$ cat config.mk
export PLATFORM = sky130hd
export DESIGN_NAME = hc05_rx_flat
export DESIGN_NICKNAME = d
export VERILOG_FILES = /design/src/rtl/hc05_rx_if.sv /design/src/rtl/hc05_rx.sv /design/src/flat_wrapper.sv
export SDC_FILE = /design/constraint.sdc
export NUM_CORES = 1
export LEC_CHECK = 0
export ABC_AREA = 1
export CAP_MARGIN = 10
export CORE_MARGIN = 2
export CORE_UTILIZATION = 66
export CTS_CLUSTER_DIAMETER = 100
export DETAILED_ROUTE_END_ITERATION = 6
export GPL_TIMING_DRIVEN = 0
export PLACE_DENSITY = 0.88
export SLEW_MARGIN = 5
export SYNTH_ARGS = -nofsm -noshare
export SYNTH_HDL_FRONTEND = slang
export SYNTH_SLANG_ARGS = --single-unit
$ cat constraint.sdc
create_clock -name clk -period 4.5 [get_ports clk]
set_input_delay 0.45 -clock clk [delete_from_list [all_inputs] [get_ports clk]]
set_output_delay 0.45 -clock clk [all_outputs]
set_load 0.02 [all_outputs]
$ cat src/rtl/hc05_rx_if.sv
`timescale 1ns/1ps
`default_nettype none
// +------------------------------------------------------------------+
// | hc05_rx_if : serial input and message read port of hc05_rx       |
// | Rev 1.0                                                          |
// +------------------------------------------------------------------+
interface hc05_rx_if;
    logic       rx;
    logic [7:0] byte_data;
    logic       byte_valid;
    logic       frame_err;
    logic       msg_ready;
    logic [4:0] msg_len;
    logic [3:0] rd_addr;
    logic [7:0] rd_data;
    logic       msg_ack;
    logic       msg_ovf;
    logic       msg_drop;

    modport slave (
        input  rx, rd_addr, msg_ack,
        output byte_data, byte_valid, frame_err, msg_ready, msg_len,
               rd_data, msg_ovf, msg_drop
    );

    modport master (
        output rx, rd_addr, msg_ack,
        input  byte_data, byte_valid, frame_err, msg_ready, msg_len,
               rd_data, msg_ovf, msg_drop
    );
endinterface
`default_nettype wire

$ cat src/rtl/hc05_rx.sv
`timescale 1ns/1ps
`default_nettype none
// +------------------------------------------------------------------+
// | hc05_rx : 8N1 UART receiver + '#'-terminated message assembler   |
// | Rev 1.0                                                          |
// +------------------------------------------------------------------+
module hc05_rx #(
    parameter int         CLKS_PER_BIT = 434,
    parameter int         MAX_LEN      = 16,
    parameter logic [7:0] TERM         = 8'h23
) (
    input wire        clk,
    input wire        jreset_n,
    hc05_rx_if.slave  bus
);

    localparam int             CW        = $clog2(CLKS_PER_BIT + 1);
    localparam int             AW        = $clog2(MAX_LEN);
    localparam logic [CW-1:0]  c_half    = CW'(CLKS_PER_BIT / 2);
    localparam logic [CW-1:0]  c_bit     = CW'(CLKS_PER_BIT);
    localparam logic [4:0]     c_last    = 5'(MAX_LEN - 1);

    typedef enum logic [2:0] {
        S_IDLE      = 3'd0,
        S_START     = 3'd1,
        S_DATA      = 3'd2,
        S_STOP      = 3'd3,
        S_WAIT_HIGH = 3'd4
    } state_t;

    state_t        r_state;
    logic          r_sync1;
    logic          r_rx_s;
    logic          r_rx_prev;
    logic [CW-1:0] r_cnt;
    logic [2:0]    r_bit_idx;
    logic [7:0]    r_shift;
    logic          r_stop_ok;
    logic          r_stop_bad;
    logic [7:0]    r_byte_data;
    logic          r_byte_valid;
    logic          r_frame_err;

    logic          r_msg_ready;
    logic [4:0]    r_msg_len;
    logic [4:0]    r_wr_ptr;
    logic          r_msg_ovf;
    logic          r_msg_drop;
    logic [7:0]    r_buf [MAX_LEN];

    logic          w_ack;
    logic [4:0]    w_ptr;
    logic          w_store;

    always_ff @(posedge clk or negedge jreset_n) begin
        if (!jreset_n) begin
            r_sync1   <= 1'b1;
            r_rx_s    <= 1'b1;
            r_rx_prev <= 1'b1;
        end else begin
            r_sync1   <= bus.rx;
            r_rx_s    <= r_sync1;
            r_rx_prev <= r_rx_s;
        end
    end

    // r_cnt reads as the number of cycles since rx_s fell (or since the last sample)
    always_ff @(posedge clk or negedge jreset_n) begin
        if (!jreset_n) begin
            r_state      <= S_IDLE;
            r_cnt        <= '0;
            r_bit_idx    <= 3'd0;
            r_shift      <= 8'h00;
            r_stop_ok    <= 1'b0;
            r_stop_bad   <= 1'b0;
            r_byte_data  <= 8'h00;
            r_byte_valid <= 1'b0;
            r_frame_err  <= 1'b0;
        end else begin
            r_stop_ok    <= 1'b0;
            r_stop_bad   <= 1'b0;
            r_byte_valid <= r_stop_ok;
            r_frame_err  <= r_stop_bad;
            if (r_stop_ok) begin
                r_byte_data <= r_shift;
            end
            case (r_state)
                S_IDLE: begin
                    if (r_rx_prev && !r_rx_s) begin
                        r_cnt   <= CW'(2);
                        r_state <= S_START;
                    end
                end
                S_START: begin
                    if (r_cnt == c_half) begin
                        if (r_rx_s) begin
                            r_state <= S_IDLE;
                        end else begin
                            r_cnt     <= CW'(1);
                            r_bit_idx <= 3'd0;
                            r_state   <= S_DATA;
                        end
                    end else begin
                        r_cnt <= r_cnt + CW'(1);
                    end
                end
                S_DATA: begin
                    if (r_cnt == c_bit) begin
                        r_cnt   <= CW'(1);
                        r_shift <= {r_rx_s, r_shift[7:1]};
                        if (r_bit_idx == 3'd7) begin
                            r_state <= S_STOP;
                        end else begin
                            r_bit_idx <= r_bit_idx + 3'd1;
                        end
                    end else begin
                        r_cnt <= r_cnt + CW'(1);
                    end
                end
                S_STOP: begin
                    if (r_cnt == c_bit) begin
                        if (r_rx_s) begin
                            r_stop_ok <= 1'b1;
                            r_state   <= S_IDLE;
                        end else begin
                            r_stop_bad <= 1'b1;
                            r_state    <= S_WAIT_HIGH;
                        end
                    end else begin
                        r_cnt <= r_cnt + CW'(1);
                    end
                end
                S_WAIT_HIGH: begin
                    if (r_rx_s) begin
                        r_state <= S_IDLE;
                    end
                end
                default: r_state <= S_IDLE;
            endcase
        end
    end

    // An ack in the same cycle as a byte is applied first, so the byte sees an empty buffer
    assign w_ack   = bus.msg_ack & r_msg_ready;
    assign w_ptr   = w_ack ? 5'd0 : r_wr_ptr;
    assign w_store = r_byte_valid & (~r_msg_ready | w_ack) & (r_byte_data != TERM);

    always_ff @(posedge clk or negedge jreset_n) begin
        if (!jreset_n) begin
            r_msg_ready <= 1'b0;
            r_msg_len   <= 5'd0;
            r_wr_ptr    <= 5'd0;
            r_msg_ovf   <= 1'b0;
            r_msg_drop  <= 1'b0;
        end else begin
            r_msg_ovf <= 1'b0;
            if (w_ack) begin
                r_msg_ready <= 1'b0;
                r_wr_ptr    <= 5'd0;
                r_msg_drop  <= 1'b0;
            end
            if (r_byte_valid) begin
                if (r_msg_ready && !w_ack) begin
                    r_msg_drop <= 1'b1;
                end else if (r_byte_data == TERM) begin
                    if (w_ptr != 5'd0) begin
                        r_msg_len   <= w_ptr;
                        r_msg_ready <= 1'b1;
                    end
                end else if (w_ptr == c_last) begin
                    r_msg_ovf <= 1'b1;
                    r_wr_ptr  <= 5'd0;
                end else begin
                    r_wr_ptr <= w_ptr + 5'd1;
                end
            end
        end
    end

    always_ff @(posedge clk or negedge jreset_n) begin
        if (!jreset_n) begin
            for (int i = 0; i < MAX_LEN; i++) begin
                r_buf[i] <= 8'h00;
            end
        end else if (w_store) begin
            r_buf[w_ptr[AW-1:0]] <= r_byte_data;
        end
    end

    assign bus.byte_data  = r_byte_data;
    assign bus.byte_valid = r_byte_valid;
    assign bus.frame_err  = r_frame_err;
    assign bus.msg_ready  = r_msg_ready;
    assign bus.msg_len    = r_msg_len;
    assign bus.msg_ovf    = r_msg_ovf;
    assign bus.msg_drop   = r_msg_drop;
    assign bus.rd_data    = r_buf[bus.rd_addr[AW-1:0]];

endmodule
`default_nettype wire

$ cat src/flat_wrapper.sv
// flat-port wrapper written by rule: the top's interface ports become plain ports
module hc05_rx_flat 
#(
    parameter int         CLKS_PER_BIT = 434,
    parameter int         MAX_LEN      = 16,
    parameter logic [7:0] TERM         = 8'h23
)
  (clk, jreset_n, bus_rx, bus_rd_addr, bus_msg_ack, bus_byte_data, bus_byte_valid, bus_frame_err, bus_msg_ready, bus_msg_len, bus_rd_data, bus_msg_ovf, bus_msg_drop);
  hc05_rx_if bus_i ();
  input wire clk;
  input wire jreset_n;
  input wire logic [$bits(bus_i.rx)-1:0] bus_rx;
  input wire logic [$bits(bus_i.rd_addr)-1:0] bus_rd_addr;
  input wire logic [$bits(bus_i.msg_ack)-1:0] bus_msg_ack;
  output wire logic [$bits(bus_i.byte_data)-1:0] bus_byte_data;
  output wire logic [$bits(bus_i.byte_valid)-1:0] bus_byte_valid;
  output wire logic [$bits(bus_i.frame_err)-1:0] bus_frame_err;
  output wire logic [$bits(bus_i.msg_ready)-1:0] bus_msg_ready;
  output wire logic [$bits(bus_i.msg_len)-1:0] bus_msg_len;
  output wire logic [$bits(bus_i.rd_data)-1:0] bus_rd_data;
  output wire logic [$bits(bus_i.msg_ovf)-1:0] bus_msg_ovf;
  output wire logic [$bits(bus_i.msg_drop)-1:0] bus_msg_drop;
  assign bus_i.rx = bus_rx;
  assign bus_i.rd_addr = bus_rd_addr;
  assign bus_i.msg_ack = bus_msg_ack;
  assign bus_byte_data = bus_i.byte_data;
  assign bus_byte_valid = bus_i.byte_valid;
  assign bus_frame_err = bus_i.frame_err;
  assign bus_msg_ready = bus_i.msg_ready;
  assign bus_msg_len = bus_i.msg_len;
  assign bus_rd_data = bus_i.rd_data;
  assign bus_msg_ovf = bus_i.msg_ovf;
  assign bus_msg_drop = bus_i.msg_drop;
  hc05_rx #(.CLKS_PER_BIT(CLKS_PER_BIT), .MAX_LEN(MAX_LEN), .TERM(TERM)) u_core (.clk(clk), .jreset_n(jreset_n), .bus(bus_i));
endmodule
## After elaboration in Yosys (flattened, before gate mapping)

Index checks and enable logic that the tools add are counted.

| storage, ports and cells | value |
|---|---|
| memory bits (writable) | 0 |
| word-level logic and storage cells | 130 |
| register bits after elaboration | 179 |
| bits in latches | 0 |
| memories kept | 0 |
| input bits | 8 |
| memory bits (read-only) | 0 |

| operators by class | value |
|---|---|
| mux-type cells | 49 |
| multiply operators | 0 |
| equal/unequal tests | 20 |
| $add $sub $neg | 3 |
| bitwise operators | 8 |
| magnitude comparators | 3 |
| reduce and logical (&&, ||, !) cells | 14 |
| shifts and indexed selects | 0 |
| divide/modulo/power cells | 0 |

Operators with widths:

| operator | count |
|---|---|
| bitwise mux 128 bit | 1 |
| two-way mux 9 bit | 5 |
| one-hot mux 9 bit (4 select lines) | 1 |
| two-way mux 3 bit | 11 |
| binary-select mux 8 bit (select 4 bit) | 1 |
| demux 8 bit (select 4 bit) | 1 |
| two-way mux 5 bit | 5 |
| two-way mux 8 bit | 3 |
| two-way mux 1 bit | 18 |
| one-hot mux 3 bit (5 select lines) | 1 |
| inequality test 2 x 1 -> 1 bit (second input constant) | 6 |
| >= comparator 5 bit (second input constant) | 2 |
| NOT 4 -> 5 bit | 2 |
| adder 9 x 1 -> 9 bit (second input constant) | 1 |
| == test 9 x 8 -> 1 bit (second input constant) | 1 |
| == test 9 bit (second input constant) | 1 |
| == test 8 x 6 -> 1 bit (second input constant) | 1 |
| inequality test 8 x 6 -> 1 bit (second input constant) | 1 |
| AND reduction 4 bit | 2 |
| == test 3 x 2 -> 1 bit (second input constant) | 2 |
| == test 3 bit (second input constant) | 2 |
| inequality test 2 bit (second input constant) | 3 |
| one-hot mux 3 bit (2 select lines) | 1 |
| AND reduction 6 bit | 1 |
| 18 further kinds | 24 |

## Logic depth before layout (Yosys ltp)

Gate-level depths: netlist of the first run.

| depth | value |
|---|---|
| word-level depth | 8 |
| mapped depth | 11 |
| depth with buffers taken out | 11 |

## Worst setup path before layout of the first run

OpenSTA, ideal clock, no wires.

| timing | value |
|---|---|
| kind | input -> output |
| from | input bus_rd_addr[1] |
| to | output bus_rd_data[0] |
| stages | 6 |
| required time | 4.050 ns |
| slack | 2.606 ns |
| data arrival time | 1.444 ns |
| cell sequence | clkbuf_1 > clkbuf_1 > o211ai_1 > nand3_1 > nand3_1 > nand2_1 |

| on the way | value |
|---|---|
| longest elaborated chain between the ends | 4 |

Ends and longest elaborated chain:

| what | line | RTL |
|---|---|---|
| start: declaration | flat_wrapper.sv:13 | `input wire logic [$bits(bus_i.rd_addr)-1:0] bus_rd_addr;` |
| NOT 4 -> 5 bit (not written as such) | hc05_rx.sv:197 | `assign bus.rd_data = r_buf[bus.rd_addr[AW-1:0]];` |
| binary-select mux 8 bit (select 4 bit) | hc05_rx.sv:197 |  |
| two-way mux 8 bit (not written as such) (2 in series) | hc05_rx.sv:197 |  |
| end: declaration | flat_wrapper.sv:20 | `output wire logic [$bits(bus_i.rd_data)-1:0] bus_rd_data;` |

No other way between the ends. The select of a mux whose other input is x is not followed.

## Final worst setup path of the first run

Same ends and word-level chain as after synthesis.

==> results of run 1 <==
cells by family (layout without fill, tap and decap cells):
logic type	after synthesis	after routing
XOR/XNOR	4	4
flip-flops	179	179
AND/OR/NAND/NOR	442	442
AO/OA/AOI/OAI	242	242
adder cells (fa/ha/maj)	9	9
buffers and inverters	172	235
registers in the layout, summed over array words and instances, names as in the netlist, 3 cells and up:
| signal | flops |
|---|---|
| u_core.r_bit_idx | 3 |
| u_core.r_shift | 8 |
| u_core.r_state | 3 |
| u_core.r_wr_ptr | 5 |
| u_core.bus.byte_data | 8 |
| u_core.bus.msg_len | 5 |
| u_core.r_buf | 128 |
| u_core.r_cnt | 9 |
through the flow:
stage | hold WS [ps] | TNS (ps) | cells | cell area, um2
6_report | 351 | 0 | 1287 | 10100
5_1_grt | 350 | 0 | 1287 | 10100
4_1_cts | 351 | 0 | 1287 | 10100
3_5_place_dp | 343 | 0 | 1254 | 9480
3_3_place_gp | 333 | -746860 | 1253 | 9450
2_1_floorplan | 154 | 0 | 1048 | 8940
power groups by stage:
stage               sequential [mW]  clock [mW]  combinational (mW)
floorplan                      1.71           0               0.360
global placement               1.73           0               0.497
detailed placement             1.72           0               0.516
CTS                            1.69        1.61               0.530
global route                   1.70        1.68               0.610
finish                         1.70        1.61               0.536
worst max-delay path, delay by kind of cell:
kind / cells / cell delay (ps)
buffers and inverters: 3 / 1620
and+or+nand+nor: 3 / 320
AOI/OAI and AO/OA: 1 / 270
cells in the mapped netlist, types with 3 or more instances:
library cell | instances | area (um2)
inv_2 | 3 | 11.3
nor2_4 | 6 | 67.6
dfstp_2 | 3 | 78.8
o21ai_0 | 89 | 445
nand3_4 | 12 | 210
nor2_1 | 39 | 146
nand2_2 | 3 | 18.8
buf_6 | 14 | 158
buf_2 | 6 | 30.0
dfrtp_1 | 176 | 4400
inv_1 | 118 | 443
o211ai_1 | 33 | 248
a21oi_1 | 37 | 185
nand3_1 | 70 | 350
ha_1 | 9 | 113
o21ai_2 | 61 | 534
nand2_1 | 297 | 1110
buf_1 | 9 | 33.8
clkbuf_1 | 20 | 75.1
nand4_1 | 5 | 31.3
o21ai_1 | 20 | 100
xor2_1 | 4 | 35.0
nor3_1 | 7 | 35.0
cell type report:
| class | count | area, um2 |
|---|---|---|
| plain buffers | 51 | 324 |
| clock buffers | 21 | 460 |
| clock inverters | 11 | 175 |
| fillers | 928 | 3110 |
| inverters | 121 | 454 |
| multi-input cells | 697 | 3680 |
| flip-flops and latches | 179 | 4480 |
| well taps | 176 | 220 |
| repair buffers | 31 | 333 |
metal layers:
layer / vias up / part of all wire [%]
li1: 3512 / -
met4: 0 / 4.5
met3: 84 / 9.4
met5: - / 0
met2: 440 / 47
met1: 3730 / 40
path summary, 6_finish.rpt:
kind | startpoint | cells after the start | to
worst max-delay path | bus_rd_addr[1] | 7 | bus_rd_data[0]
worst min-delay path | u_core.r_sync1 | 0 | u_core.r_rx_s
worst max register to register | u_core.bus.msg_ready | 9 | u_core.r_buf[94]
worst min register to register | u_core.r_sync1 | 0 | u_core.r_rx_s
max in group asynchronous | jreset_n | 3 | u_core.r_buf[90]
min in group asynchronous | jreset_n | 2 | u_core.bus.msg_len[2]
==> summary.md, run 1 <==
| Metric | Value |
|---|---|
| Status | finished with violations |
| Failing checks | DRC |
| CTS buffer count | 17 |
| M3 GR Usage | 8.68% |
| Tcrit/Tclk final | 69.0% |
| WL/cell | 19.5 um |
| DP HPWL | 16.9 mm |
| Post-synthesis compound-gate area fraction | 17.1% |
| Final worst slack | 1400 ps |
| First-pass detailed-route iteration total | 7 |
| Mapped Nets | 1065 |
| Worst path slowest cell | clkdlybuf4s50_1 |
| Final hold viol count | 0 |
| Sw Ratio | 27.9% |
| Setup Crit Path Kind | input port to output pin |
| Vert. Die Dim | 120 um |
| Logic pwr share | 13.9% |
| CORE AREA | 13200 um2 |
| Syn Inst Count | 1048 |
| Fmax | 322 MHz |
| # IOs | 34 |
| Avg Cell Area, Syn | 8.53 um2 |
| TritonCTS clock tree | built |
| Die X-Extent | 120 um |
| Relative slew margins | 38.7% |
| Yosys cell types | 30 |
| Worst min-delay path class | flop to flop |
| Max_cap viols | 0 |
| Post-synth ARST share | 100% |
| Yosys warns | 0 |
| First-pass GRT wire length | 40.0 mm |
| Worst Max-Slew Pin Slew | 919 ps |
| Mux share of post-synthesis cell area | 0% |
| Layout area overhead | 13.3% |
| Number of diodes | 0 |
| Most frequent cells in the layout | nand2_1, dfrtp_1, inv_1 |
| Clock Latency Late Sink | 450 ps |
| Reg2Reg Setup Slack | 2450 ps |
| Adder-cell share of the synthesized area | 1.26% |
| Largest net degree at the start of global routing | 120 |
| Sequential share of the synthesized area | 50.1% |
| Clock share of power | 42.0% |
| # DRC | 1 |
| RSZ-0062 raised after global routing | no |
| Postcts setup bufs | 0 |
| Placer Congestion | 1.04 |
| CTS Root Buffer Type | clkbuf_16 |
| Crit-path max FO | 10 |
| Grt total ovfl | 0 |
| Clock Pin Slew Worst Setup and Hold Paths | 70 ps |
| Synth Flop Type | dfrtp_1 |
| Cell-internal power | 2.77 mW |
| Ratio of cells with drive above 1 in the final layout | 13.1% |
| Slew Limit Fails | 0 |
| Nets | 1115 |
| VDD IR max | 0.000323 V |
| Die footprint | 14500 um2 |
| H-Tree Depth | 4 |
| Cts hold-fix bufs | 1 |
| Met2 Usage GRT | 55.1% |
| Pwr dens | 380 nW/um2 |
| Initial core utilization | 67.5% |
| Number of core rows | 42 |
| Leak pwr | 4.61 nW |
| Most common cell after layout, fill and taps aside | nand2_1 |
| Seq pwr share | 44.1% |
| CP Capture Type | output pin |
| EDFF count, synth | 0 |
| Initial antenna violation count | 0 |
| Vias/cell | 6.03 |
| Skew final | 12.2 ps |
| Initial DRC count | 1144 |
| Number of port buffers | 29 |
| Pre-CTS setup slack | 1510 ps |
| GRT Overall Usage | 36.7% |
| Simple-Gate Fraction of Synth Area | 22.4% |
| NetSw | 1.07 mW |
| Setup Viol. Count Final | 0 |
| Tot Pwr | 3.85 mW |
| Total Wirelength | 25.1 mm |
| GRT busiest layer | met2 |
| CP max stage delay | 640 ps |
| #FFs+latches synth | 179 |
| Crit path arrival time | 2650 ps |
| Vias | 7766 |
| Main combinational cell family by area after synthesis | simple AND/OR/NAND/NOR gates |
| Post-Route Utilization | 76.5% |
| Post-Synth XOR/XNOR Area | 0.392% |
| DRT antenna net count | 0 |
| Clk sinks | 179 |
| Worst-path cell chain | clkbuf_1, clkbuf_1, o211ai_1, nand3_1, nand3_1, nand2_1, clkdlybuf4s50_1 |
| Clock buffer depth | 2 |
| Syn Std Cell Area | 8940 um2 |
| Post_cts resized | 0 |
| Startpoint Class | input port |
| CP required | 4050 ps |
| Final Critical Period | 3100 ps |
| Met1 Use GR | 50.8% |
| Via count of the first global-routing pass | 7382 |
Note: power is estimated with default switching activity, not from simulation.
==> inputs of run 2 (changes only) <==
- CORE_UTILIZATION: 66 -> 61
- PLACE_DENSITY: 0.88 -> 0.83
- clock period: 4.5 -> 3.1 ns (I/O delays scaled with it)
==> summary.md, run 2 (synthesis gave the netlist of run 1 again) <==
| Metric | Value |
|---|---|
| Vert. Die Dim | 125 um (was 120 um) |
| CORE AREA | 14400 um2 (was 13200 um2) |
| Tcrit/Tclk final | 94.2% |
| Number of diodes | 0 (unchanged) |
| CTS buffer count | 17 (unchanged) |
| Largest register by flop count | u_core.r_buf (unchanged) |
| DRT antenna net count | 0 (unchanged) |
| GRT Overall Usage | 32.5% (was 36.7%) |
| Setup Viol. Count Final | 0 (unchanged) |
| Clock Pin Slew Worst Setup and Hold Paths | 60 ps (was 70 ps) |
| Nets | 1115 (unchanged) |
| Most frequent cells in the layout | nand2_1, dfrtp_1, inv_1 (unchanged) |
| Vias/cell | 5.89 (was 6.03) |
| Area of the multi-input gates | 3680 um2 (unchanged) |
| Setup TNS | 0 ps (unchanged) |
| Post_cts resized | 0 (unchanged) |
| Crit path arrival time | 2610 ps (was 2650 ps) |
| Worst Max-Slew Pin Slew | 1030 ps (was 919 ps) |
| Worst min-delay path class | input port to flop (was flop to flop) |
| Initial DRC count | 844 (was 1144) |
| Number of core rows | 44 (was 42) |
| Leak pwr | 4.64 nW (was 4.61 nW) |
| Clock Latency Late Sink | 450 ps (about the same) |
| Met1 Use GR | 43.6% (was 50.8%) |
| Flip-flop and latch area | 4480 um2 (unchanged) |
| Via count of the first global-routing pass | 7376 (was 7382) |
| Number of port buffers | 29 (unchanged) |
| DP HPWL | 16.6 mm (was 16.9 mm) |
| Ratio of cells with drive above 1 in the final layout | 13.1% (about the same) |
| # IOs | 34 (unchanged) |
| Layout area overhead | 14.0% (was 13.3%) |
| Final Cell Area | 10200 um2 (was 10100 um2) |
| Die footprint | 15600 um2 (was 14500 um2) |
| Initial core utilization | 62.0% (was 67.5%) |
| CP Capture Type | output pin (unchanged) |
| Met2 Usage GRT | 50.4% (was 55.1%) |
| CP required | 2790 ps (was 4050 ps) |
| Crit-path max FO | 10 (unchanged) |
| RSZ-0062 raised after global routing | no (unchanged) |
| H-Tree Depth | 4 (unchanged) |
| Reg2Reg Setup Slack | 1050 ps (was 2450 ps) |
| Die X-Extent | 125 um (was 120 um) |
| Worst-case reg-to-reg path depth | 9 (unchanged) |
| Slew Limit Fails | 0 (unchanged) |
| Largest net degree at the start of global routing | 122 (was 120) |
| Skew final | 9.31 ps (was 12.2 ps) |
| Fmax | 343 MHz |
| Fillers | 1093 (was 928) |
| First-pass GRT wire length | 39.3 mm (was 40.0 mm) |
| Hold Startpoint | bus_rx (was u_core.r_sync1) |
| Most common cell after layout, fill and taps aside | nand2_1 (unchanged) |
| Clock buffer depth | 2 (unchanged) |
| WL/cell | 19.0 um (was 19.5 um) |
| TritonCTS clock tree | built (unchanged) |
| Pre-CTS setup slack | 253 ps (was 1510 ps) |
| Setup Crit Path Kind | input port to output pin (unchanged) |
| Pwr dens | 566 nW/um2 (was 380 nW/um2) |
| Sink of the worst hold path | u_core.r_sync1 (was u_core.r_rx_s) |
| M3 GR Usage | 8.00% (was 8.68%) |
| Relative slew margins | 31.6% (was 38.7%) |
| Max_cap viols | 0 (unchanged) |
| VDD IR max | 0.000442 V (was 0.000323 V) |
| Vias | 7620 (was 7766) |
| Status | completed (was finished with violations) |
| Initial antenna violation count | 0 (unchanged) |
| Top flop regs | u_core.r_buf: 128 flops, u_core.r_cnt: 9 flops (unchanged) |
| Worst r2r src | u_core.bus.msg_ready (unchanged) |
| Area after DPL | 9490 um2 (was 9480 um2) |
| Total Wirelength | 24.5 mm (was 25.1 mm) |
| Largest register FFs | 128 (unchanged) |
| Final Critical Period | 2920 ps |
| Startpoint Class | input port (unchanged) |
| First-pass detailed-route iteration total | 5 (was 7) |
| GRT busiest layer | met2 (unchanged) |
| Final hold viol count | 0 (unchanged) |
| Hold depth | 1 (was 0) |
| Clk sinks | 179 (unchanged) |
| Grt total ovfl | 0 (unchanged) |
| # DRC | 0 (was 1) |
| Reg-to-reg endpoint | u_core.r_buf[93] (was u_core.r_buf[94]) |
| Placer Congestion | 0.992 (was 1.04) |
| CTS Root Buffer Type | clkbuf_16 (unchanged) |
| Final worst slack | 181 ps (was 1400 ps) |
## run 2: changes by cell type in the layout (fill, tap and decap cells not counted)
cell / change
bufinv_16: +3
clkinvlp_4: -2
inv_6: -2
clkbuf_1: -1
clkinv_2: +1
clkinv_4: -1
## run 2: cell type report
cell class	count	area share (%)
timing repair buffer	31	3.27
multi-input combinational	697	36.1
tap	184	2.26
clock inverter	10	2.25
inverter	121	4.46
clock buffer	20	4.48
buffer	51	3.18
sequential	179	44.0
## run 2: timing repair
| item | in CTS | in global routing |
|---|---|---|
| hold endpoints to repair | 58 | 0 |
| hold buffers | 1 | 0 |
| buffers inserted | 0 | 0 |
## run 2: where the power goes
group          leakage [nW]  total, mW  internal [mW]  switching, mW
sequential             2.41       2.46           2.40         0.0624
combinational          1.90      0.769          0.228          0.541
clock                 0.336       2.53           1.62          0.909
## run 2: how the worst max path moves through the flow
stage	startpoint	to	slack [ps]	depth (start not counted)
floorplan	u_core.bus.msg_ready	u_core.r_buf[125]	1320	9
global placement	jreset_n	u_core.r_buf[86]	-5580	1
detailed placement	bus_rd_addr[1]	bus_rd_data[0]	250	7
CTS	bus_rd_addr[1]	bus_rd_data[0]	250	7
global route	bus_rd_addr[1]	bus_rd_data[0]	120	7
finish	bus_rd_addr[1]	bus_rd_data[0]	180	7
## run 2: critical path, stage by stage
cell and delay, ps:
clkbuf_1 440, clkbuf_1 590, o211ai_1 320, nand3_1 160, nand3_1 80, nand2_1 110
clkdlybuf4s50_1 600
## run 2: per-stage QoR
step	utilization, %	hold slack [ps]	power (mW)	instances
2_1_floorplan	-	14.4	3.01	1048
3_3_place_gp	65.6	332	3.23	1261
3_5_place_dp	65.8	268	3.25	1262
4_1_cts	70.6	271	5.75	1293
5_1_grt	70.6	259	5.96	1293
6_report	70.6	265	5.76	1293
## run 2: per-layer routing
metal,up-vias,routed length [um]
met4,0,937
met3,67,2330
met5,-,0
met1,3673,9900
li1,3504,-
met2,376,11400
==> inputs of run 3 (changes only) <==
- GPL_TIMING_DRIVEN: 0 -> 1
- SETUP_SLACK_MARGIN: unset -> 0.5
==> summary.md, run 3 (synthesis gave the netlist of run 1 again) <==
| Metric | Value |
|---|---|
| Die X-Extent | 125 um (unchanged) |
| Reg-to-reg endpoint | u_core.r_buf[66] (was u_core.r_buf[93]) |
| Clk sinks | 179 (unchanged) |
| Layout area overhead | 11.1% (was 14.0%) |
| Worst r2r src | u_core.bus.byte_data[4] (was u_core.bus.msg_ready) |
| Hold Startpoint | bus_rx (unchanged) |
| NetSw | 1.51 mW (about the same) |
| Grt total ovfl | 0 (unchanged) |
| Cell-internal power | 3.95 mW (was 4.25 mW) |
| Clock share of power | 40.7% (was 44.0%) |
| Worst-case reg-to-reg path depth | 9 (unchanged) |
| Largest register by flop count | u_core.r_buf (unchanged) |
| CTS buffer count | 17 (unchanged) |
| Tot Pwr | 5.46 mW (was 5.76 mW) |
| Pre-CTS setup slack | 613 ps (was 253 ps) |
| Vias/cell | 5.80 (was 5.89) |
| Initial core utilization | 62.0% (unchanged) |
| Sink of the worst hold path | u_core.r_sync1 (unchanged) |
| Clock buffer depth | 2 (unchanged) |
| Total Wirelength | 21.5 mm (was 24.5 mm) |
| Die footprint | 15600 um2 (unchanged) |
| Setup TNS | 0 ps (unchanged) |
| # DRC | 0 (unchanged) |
| Hold depth | 1 (unchanged) |
| Startpoint Class | input port (unchanged) |
| Crit path arrival time | 2190 ps (was 2610 ps) |
| Setup Viol. Count Final | 0 (unchanged) |
| Initial DRC count | 868 (was 844) |
| Final Critical Period | 2500 ps (was 2920 ps) |
| Logic pwr share | 14.1% (was 13.3%) |
| CP required | 2790 ps (about the same) |
| Max_cap viols | 0 (unchanged) |
| Crit-path max FO | 18 (was 10) |
| Top flop regs | u_core.r_buf: 128 flops, u_core.r_cnt: 9 flops (unchanged) |
| # IOs | 34 (unchanged) |
| Final worst slack | 598 ps (was 181 ps) |
| Clock Pin Slew Worst Setup and Hold Paths | 60 ps (about the same) |
| Ratio of cells with drive above 1 in the final layout | 12.7% (was 13.1%) |
| WL/cell | 17.1 um (was 19.0 um) |
| Leak pwr | 4.51 nW (was 4.64 nW) |
| Worst Max-Slew Pin Slew | 884 ps (was 1030 ps) |
| Initial antenna violation count | 0 (unchanged) |
| Fillers | 1074 (was 1093) |
| Pwr dens | 550 nW/um2 (was 566 nW/um2) |
| GRT Overall Usage | 28.4% (was 32.5%) |
| CORE AREA | 14400 um2 (unchanged) |
| Number of core rows | 44 (unchanged) |
| Sw Ratio | 27.6% (was 26.2%) |
| Number of port buffers | 33 (was 29) |
| Most frequent cells in the layout | nand2_1, dfrtp_1, inv_1 (unchanged) |
| Slew Limit Fails | 0 (unchanged) |
| Vias | 7302 (was 7620) |
| VDD IR max | 0.000398 V (was 0.000442 V) |
| Seq pwr share | 45.2% (was 42.7%) |
| Fmax | 400 MHz (was 343 MHz) |
| RSZ-0062 raised after global routing | no (unchanged) |
| TritonCTS clock tree | built (unchanged) |
| Setup Crit Path Kind | input port to output pin (unchanged) |
| CTS Root Buffer Type | clkbuf_16 (unchanged) |
| First-pass GRT wire length | 35.0 mm (was 39.3 mm) |
| Worst min-delay path class | input port to flop (unchanged) |
| Post-Route Utilization | 68.9% (was 70.6%) |
| Clock Latency Late Sink | 440 ps (was 450 ps) |
| Vert. Die Dim | 125 um (unchanged) |
| Placer Congestion | 0.943 (was 0.992) |
| Relative slew margins | 41.0% (was 31.6%) |
| Largest register FFs | 128 (unchanged) |
| DP HPWL | 14.1 mm (was 16.6 mm) |
| DRT antenna net count | 0 (unchanged) |
| Most common cell after layout, fill and taps aside | nand2_1 (unchanged) |
| Area after DPL | 9300 um2 (was 9490 um2) |
| Nets | 1078 (was 1115) |
| Status | completed (unchanged) |
| Skew final | 10.2 ps (was 9.31 ps) |
| Reg2Reg Setup Slack | 970 ps (was 1050 ps) |
| Via count of the first global-routing pass | 6867 (was 7376) |
| Final hold viol count | 0 (unchanged) |
| Final Cell Area | 9940 um2 (was 10200 um2) |
| Number of diodes | 0 (unchanged) |
| Largest net degree at the start of global routing | 78 (was 122) |
| CP Capture Type | output pin (unchanged) |
| Tcrit/Tclk final | 80.7% (was 94.2%) |
| First-pass detailed-route iteration total | 6 (was 5) |
| H-Tree Depth | 4 (unchanged) |
-- run 3: changes by cell type in the layout (fill, tap and decap cells not counted), moves of 5 or more --
cell       delta
buf_1         -9
buf_2         -5
buf_4         +6
buf_6        -13
bufinv_16     -5
clkbuf_1     -18
-- run 3: power by group through the flow --
stage	Sequential (mW)	Clock (mW)	Combinational, mW
CTS	2.47	2.23	0.762
detailed placement	2.50	0	0.756
global placement	2.50	0	0.732
global route	2.47	2.33	0.863
finish	2.47	2.22	0.769
floorplan	2.49	0	0.523
-- run 3: metal layers --
metal	part of all wire (%)	GRT usage (%)
met1	42	37.9
met2	47	44.5
met3	6.6	6.12
met4	4.0	13.8
met5	0	0
-- run 3: worst max path at each step --
stage / endpoint / start / cells past startpoint / slack (ps)
after floorplan: u_core.r_buf[125] / u_core.bus.msg_ready / 9 / 1320
after global placement: bus_rd_data[0] / bus_rd_addr[2] / 7 / 650
after detailed placement: bus_rd_data[4] / bus_rd_addr[2] / 7 / 610
after CTS: bus_rd_data[4] / bus_rd_addr[2] / 7 / 600
after global routing: bus_rd_data[1] / bus_rd_addr[2] / 7 / 520
final: bus_rd_data[7] / bus_rd_addr[2] / 7 / 600
-- run 3: critical path: stages --
cell	delay, ps
clkdlybuf4s50_1	460
buf_4	280
clkinvlp_4	250
nand3_1	130
nand3_1	80
nand2_1	90
clkdlybuf4s50_1	600
-- run 3: cell type report --
class / instances / area (um2) / area share [%]
flip-flops and latches: 179 / 4480 / 45.1
multi-input cells: 697 / 3690 / 37.1
clock buffers: 26 / 519 / 5.23
repair buffers: 44 / 459 / 4.62
inverters: 121 / 458 / 4.61
well taps: 184 / 230 / 2.32
clock inverters: 6 / 92.6 / 0.932
repair inverters: 1 / 7.51 / 0.0755
-- run 3: metrics by stage --
step,cells,hold slack [ps]
final,1258,295
after floorplan,1048,14.4
after global routing,1258,305
after CTS,1257,283
after detailed placement,1224,348
after global placement,1224,333
-- run 3: timing repair --
item                                   CTS  global route
gates resized for setup                  0             2
hold buffers                             1             0
endpoints found under the hold margin   74             0
setup endpoints to repair                0             4
setup buffers                            0             0
